[src/rtl/mainfsm_ws.sv]
// Multicycle main controller with memory wait-state handshake, bounded wait
// timeout (sticky fault), multi-cycle multiply execute and undefined-op recovery.
//
// state    | meaning
// FETCH    | instruction fetch, waits on MemReady
// DECODE   | register read, dispatch on Op
// MEMADR   | address compute for load/store
// MEMRD    | data read, waits on MemReady
// MEMWB    | load writeback
// MEMWR    | data write, waits on MemReady
// EXECUTER | ALU op, register operand
// EXECUTEI | ALU op, immediate operand
// ALUWB    | ALU/multiply writeback
// BRANCH   | branch target select
// UNDEF    | one-cycle undefined-instruction pulse
// EXECUTEM | multiply, MUL_LAT cycles
// FAULT    | memory timeout, held until reset
`timescale 1ns/1ps
module mainfsm_ws #(
  parameter int WAIT_MAX = 15,
  parameter int MUL_LAT  = 4,
  parameter int CNT_W    = 8
) (
  input  logic       clk,
  input  logic       reset,
  input  logic [1:0] Op,
  input  logic [5:0] Funct,
  input  logic       IsMul,
  input  logic       MemReady,
  output logic       IRWrite,
  output logic       AdrSrc,
  output logic       NextPC,
  output logic       RegW,
  output logic       MemW,
  output logic       Branch,
  output logic       ALUOp,
  output logic [1:0] ALUSrcA,
  output logic [1:0] ALUSrcB,
  output logic [1:0] ResultSrc,
  output logic       MemReq,
  output logic       MulStart,
  output logic       Undef,
  output logic       Fault,
  output logic [3:0] State
);

  typedef enum logic [3:0] {
    FETCH    = 4'd0,
    DECODE   = 4'd1,
    MEMADR   = 4'd2,
    MEMRD    = 4'd3,
    MEMWB    = 4'd4,
    MEMWR    = 4'd5,
    EXECUTER = 4'd6,
    EXECUTEI = 4'd7,
    ALUWB    = 4'd8,
    BRANCH   = 4'd9,
    UNDEF    = 4'd10,
    EXECUTEM = 4'd11,
    FAULT    = 4'd12
  } state_t;

  localparam logic [CNT_W-1:0] WAIT_CMP = CNT_W'(WAIT_MAX);
  localparam logic [CNT_W-1:0] MUL_CMP  = CNT_W'(MUL_LAT - 1);
  localparam logic             TO_EN    = (WAIT_MAX != 0);

  state_t           state, next;
  logic [CNT_W-1:0] cnt;
  logic             mul_wb;
  logic             fault_q;
  logic             mem_state;
  logic             timeout;
  logic             unused_funct;

  assign unused_funct = ^Funct[4:1];
  assign mem_state    = (state == FETCH) || (state == MEMRD) || (state == MEMWR);
  assign timeout      = TO_EN && !MemReady && (cnt == WAIT_CMP);

  always_comb begin
    next = FETCH;
    case (state)
      FETCH:    next = MemReady ? DECODE : (timeout ? FAULT : FETCH);
      DECODE: begin
        case (Op)
          2'b00: begin
            if (IsMul)         next = EXECUTEM;
            else if (Funct[5]) next = EXECUTEI;
            else               next = EXECUTER;
          end
          2'b01:   next = MEMADR;
          2'b10:   next = BRANCH;
          default: next = UNDEF;
        endcase
      end
      MEMADR:   next = Funct[0] ? MEMRD : MEMWR;
      MEMRD:    next = MemReady ? MEMWB : (timeout ? FAULT : MEMRD);
      MEMWR:    next = MemReady ? FETCH : (timeout ? FAULT : MEMWR);
      EXECUTER: next = ALUWB;
      EXECUTEI: next = ALUWB;
      EXECUTEM: next = (cnt == MUL_CMP) ? ALUWB : EXECUTEM;
      ALUWB:    next = FETCH;
      MEMWB:    next = FETCH;
      BRANCH:   next = FETCH;
      UNDEF:    next = FETCH;
      FAULT:    next = FAULT;
      default:  next = FETCH;
    endcase
  end

  // Counter restarts on every state change; only wait and multiply states read it.
  always_ff @(posedge clk or negedge reset) begin
    if (!reset) begin
      state   <= FETCH;
      cnt     <= '0;
      mul_wb  <= 1'b0;
      fault_q <= 1'b0;
    end else begin
      state <= next;
      if (next != state)
        cnt <= '0;
      else if ((state == EXECUTEM) || (mem_state && !MemReady))
        cnt <= cnt + CNT_W'(1);
      if ((next == EXECUTEM) && (state != EXECUTEM))
        mul_wb <= 1'b1;
      else if (state == ALUWB)
        mul_wb <= 1'b0;
      if (next == FAULT)
        fault_q <= 1'b1;
    end
  end

  always_comb begin
    IRWrite   = 1'b0;
    AdrSrc    = 1'b0;
    NextPC    = 1'b0;
    RegW      = 1'b0;
    MemW      = 1'b0;
    Branch    = 1'b0;
    ALUOp     = 1'b0;
    ALUSrcA   = 2'b00;
    ALUSrcB   = 2'b00;
    ResultSrc = 2'b00;
    MemReq    = 1'b0;
    MulStart  = 1'b0;
    Undef     = 1'b0;
    case (state)
      FETCH: begin
        MemReq    = 1'b1;
        IRWrite   = MemReady;
        NextPC    = MemReady;
        ResultSrc = 2'b10;
        ALUSrcA   = 2'b01;
        ALUSrcB   = 2'b10;
      end
      DECODE: begin
        ResultSrc = 2'b10;
        ALUSrcA   = 2'b01;
        ALUSrcB   = 2'b10;
      end
      EXECUTER: ALUOp = 1'b1;
      EXECUTEI: begin
        ALUSrcB = 2'b01;
        ALUOp   = 1'b1;
      end
      EXECUTEM: MulStart = (cnt == '0);
      ALUWB: begin
        RegW      = 1'b1;
        ResultSrc = mul_wb ? 2'b11 : 2'b00;
      end
      MEMADR: ALUSrcB = 2'b01;
      MEMRD: begin
        MemReq = 1'b1;
        AdrSrc = 1'b1;
      end
      MEMWB: begin
        RegW      = 1'b1;
        ResultSrc = 2'b01;
      end
      MEMWR: begin
        MemReq = 1'b1;
        AdrSrc = 1'b1;
        MemW   = 1'b1;
      end
      BRANCH: begin
        Branch    = 1'b1;
        ResultSrc = 2'b10;
        ALUSrcA   = 2'b10;
        ALUSrcB   = 2'b01;
      end
      UNDEF:   Undef = 1'b1;
      default: ;
    endcase
    // Reset parks the state in FETCH; keep its request and write enables quiet.
    if (!reset) begin
      IRWrite  = 1'b0;
      NextPC   = 1'b0;
      RegW     = 1'b0;
      MemW     = 1'b0;
      Branch   = 1'b0;
      MemReq   = 1'b0;
      MulStart = 1'b0;
      Undef    = 1'b0;
    end
  end

  assign Fault = fault_q;
  assign State = state;

endmodule
[config.mk]
export PLATFORM = sky130hd
export DESIGN_NAME = mainfsm_ws
export DESIGN_NICKNAME = d
export VERILOG_FILES = /design/src/rtl/mainfsm_ws.sv
export SDC_FILE = /design/constraint.sdc
export NUM_CORES = 1
export LEC_CHECK = 0
export ABC_CLOCK_PERIOD_IN_PS = 5230
export BUFFER_PORTS_ARGS = -buffer_cell sky130_fd_sc_hd__buf_4
export CORE_UTILIZATION = 50
export CTS_BUF_LIST = sky130_fd_sc_hd__clkbuf_16
export CTS_CLUSTER_SIZE = 20
export DETAILED_ROUTE_END_ITERATION = 12
export HOLD_SLACK_MARGIN = 0.02
export PLACE_DENSITY_LB_ADDON = 0.3
export SETUP_SLACK_MARGIN = 0.15
export SYNTH_ARGS = -nofsm -noshare
export SYNTH_HDL_FRONTEND = slang
export SYNTH_SLANG_ARGS = --single-unit
export TNS_END_PERCENT = 10
[constraint.sdc]
create_clock -name clk -period 5.23 [get_ports clk]
set_input_delay 0.523 -clock clk [delete_from_list [all_inputs] [get_ports clk]]
set_output_delay 0.523 -clock clk [all_outputs]
set_load 0.01 [all_outputs]
==> impl_metrics.env <==
export IMPL_status="completed"
export IMPL_ioPinCount=33
export IMPL_fin_ws_ns=2.72
export IMPL_die_area_mm2=0.00284
export IMPL_min_period_ns=2.51
export IMPL_maxCapViolCount=0
export IMPL_clk_path_buf_depth=2
export IMPL_yosys_top_cells_area="dfrtp_1 (27%), a211oi_1 (5.1%), nor2_1 (4.0%), nand2_1 (3.7%), buf_2 (3.0%)"
export IMPL_grtUsageTotal_pct=27.9
export IMPL_seq_area_frac_synth_pct=26.6
export IMPL_dr_total_vias=1412
export IMPL_area_delta_synth_final_pct=19.5
export IMPL_start_util_pct=53.1
export IMPL_grt_pass1_wl_um=5720
export IMPL_slowest_stage="dfrtp_1"
export IMPL_drive_gt1_share_pct=23.4
export IMPL_clock_root_buffer="clkbuf_16"
export IMPL_hpwl_um=2550
export IMPL_syn_num_nets=178
export IMPL_dp_cells=210
export IMPL_powerDensity_mw_per_mm2=578
export IMPL_totalWireLength_um=3620
export IMPL_grt_pass1_vias=1233
export IMPL_cts_hold_buffers=0
export IMPL_power_leakage_nw=0.635
export IMPL_synth_edf_count=0
export IMPL_die_h_um=53.3
export IMPL_cts_buffers=3
export IMPL_async_flop_share_pct=100
export IMPL_synth_cell_type_count=53
export IMPL_max_freq_mhz=399
export IMPL_irDropWorstVdd_uv=373
export IMPL_nNetsFinal=199
export IMPL_timing_hold_ws_ns=0.141
export IMPL_clock_sinks=14
export IMPL_worstPathArrival_ns=1.98
export IMPL_route_detailed_drc=0
export IMPL_setup_viol=0
export IMPL_min_path_type="in -> async"
export IMPL_worstSkewPairLatency_ns=0.24
export IMPL_coreArea_mm2=0.00248
export IMPL_max_stage_delay_ns=0.71
export IMPL_power_total_mw=0.908
export IMPL_period_share_pct=47.9
export IMPL_fin_area_mm2=0.00157
export IMPL_grt_overflow=0
export IMPL_cts_tree="yes"
export IMPL_synthCells=164
export IMPL_syn_area_per_cell_um2=8.02
export IMPL_rsz0062_at_grt="false"
export IMPL_yosysTopAreaCellShare_pct=26.6
export IMPL_critPathRequiredTime_ns=4.71
export IMPL_clkTransAtPathRegs_ns=0.05
export IMPL_crit_path_start_kind="flip-flop"
export IMPL_final_max_slew_viol_count=0
export IMPL_netlist_top_cells_count="dfrtp_1 (14), nor2_1 (14), nand2_1 (13)"
export IMPL_fin_tns_setup_ns=0
export IMPL_cp_cell_sequence="nor2b_1 > nand2_1 > nor4_1 > buf_4"
export IMPL_drtAntennaViolNets=0
export IMPL_post_cts_buffers=0
export IMPL_globalplace_congestion=0.941
export IMPL_crit_type="reg -> out"
export IMPL_first_iter_violations=63
export IMPL_final_cells=214
export IMPL_dpl_instance_area_mm2=0.00149
export IMPL_tightest_slew_ns=1.10
export IMPL_routed_via_density=6.60
export IMPL_yosys_warnings=0
export IMPL_first_pass_iters=4
export IMPL_slew_headroom_pct=25.8
export IMPL_synthFlopType="dfrtp_1"
export IMPL_htree_num_levels=1
export IMPL_diodes=0
export IMPL_yosysTopAreaCell="dfrtp_1"
export IMPL_dieWidth_um=53.3
export IMPL_synth_seq_cells=14
export IMPL_ctsResizeCount=0
export IMPL_pre_cts_slack_ns=2.86
export IMPL_fin_skew_ns=0.00139
export IMPL_num_rows=18
export IMPL_netlist_area_mm2=0.00132
export IMPL_critPathMaxFanout=19
export IMPL_place_port_buffers=28
export IMPL_drt_wirelength_per_cell_um=16.9
export IMPL_fin_util_pct=63.4
export IMPL_grt_max_degree=27
export IMPL_end_kind="primary output"
export IMPL_finalHoldViolCount=0
export IMPL_antenna_found_initial=0
-- state kept, by name, summed over array words and instances, names as in the netlist --
| register | flops |
|---|---|
| cnt | 8 |
| State | 4 |
| Fault | 1 |
| mul_wb | 1 |
-- layout by cell type (no fill, tap or decap), types with 3 or more instances in the layout --
cell type / synthesis / layout
buf_4: 2 / 28
dfrtp_1: 14 / 14
nor2_1: 14 / 14
nand2_1: 13 / 13
a211oi_1: 9 / 9
inv_1: 8 / 8
o21ai_0: 7 / 7
nor2b_1: 6 / 6
nand2b_1: 6 / 6
nor3_1: 6 / 6
a21oi_1: 5 / 5
or4_1: 5 / 5
o31ai_1: 5 / 5
a31oi_1: 3 / 3
or3_1: 3 / 3
o211ai_1: 3 / 3
nand4_1: 3 / 3
nand3b_1: 3 / 3
clkbuf_16: 0 / 3
-- cell families (layout without fill, tap and decap cells) --
group / after synthesis / after routing / synth area share [%]
AOI/OAI and AO/OA: 49 / 49 / 28.3
and+or+nand+nor: 76 / 76 / 33.5
DFF: 14 / 14 / 26.6
muxes: 1 / 1 / 0.761
buffers and inverters: 20 / 40 / 7.61
xor gates and xnor gates: 2 / 2 / 1.33
adders and majority gates: 2 / 2 / 1.90
-- power breakdown --
| group | switching, mW | internal (mW) | leakage, nW | total [mW] |
|---|---|---|---|---|
| Combinational | 0.304 | 0.235 | 0.409 | 0.539 |
| Clock | 0.0444 | 0.101 | 0.0385 | 0.146 |
| Sequential | 0.0921 | 0.132 | 0.187 | 0.224 |
-- worst paths after layout --
path                          start  cells past startpoint  slack (ns)        to
hold / removal                reset                      1        0.14  State[0]
setup reg to reg           State[1]                      5        2.82    cnt[7]
min in group clk              Fault                      1        0.49     Fault
setup / recovery           State[3]                      4        2.72  MulStart
hold reg to reg               Fault                      1        0.49     Fault
max in group asynchronous     reset                      1        4.89    cnt[2]
-- worst max-delay path: cells and delay by family (launching register included) --
family	cells	cell delay (ns)
buffers and inverters	1	0.18
and+or+nand+nor	3	0.85
DFF	1	0.71
-- layer usage --
layer  global-route usage (%)  vias up  share of wire (%)
met4                     11.8        0                2.5
li1                         -      660                  -
met5                        0        -                  0
met3                     4.60       12                6.8
met1                     35.3      673                 40
met2                     46.3       67                 50
-- area by class of cell --
| class | instances | area [um2] |
|---|---|---|
| inverter | 8 | 30.0 |
| fill | 218 | 906 |
| clock buffer | 3 | 75.1 |
| multi-input combinational | 130 | 865 |
| timing repair buffer | 28 | 210 |
| clock inverter | 1 | 3.75 |
| tap | 30 | 37.5 |
| sequential | 14 | 350 |
No activity file was read; power rests on OpenSTA's default activity.
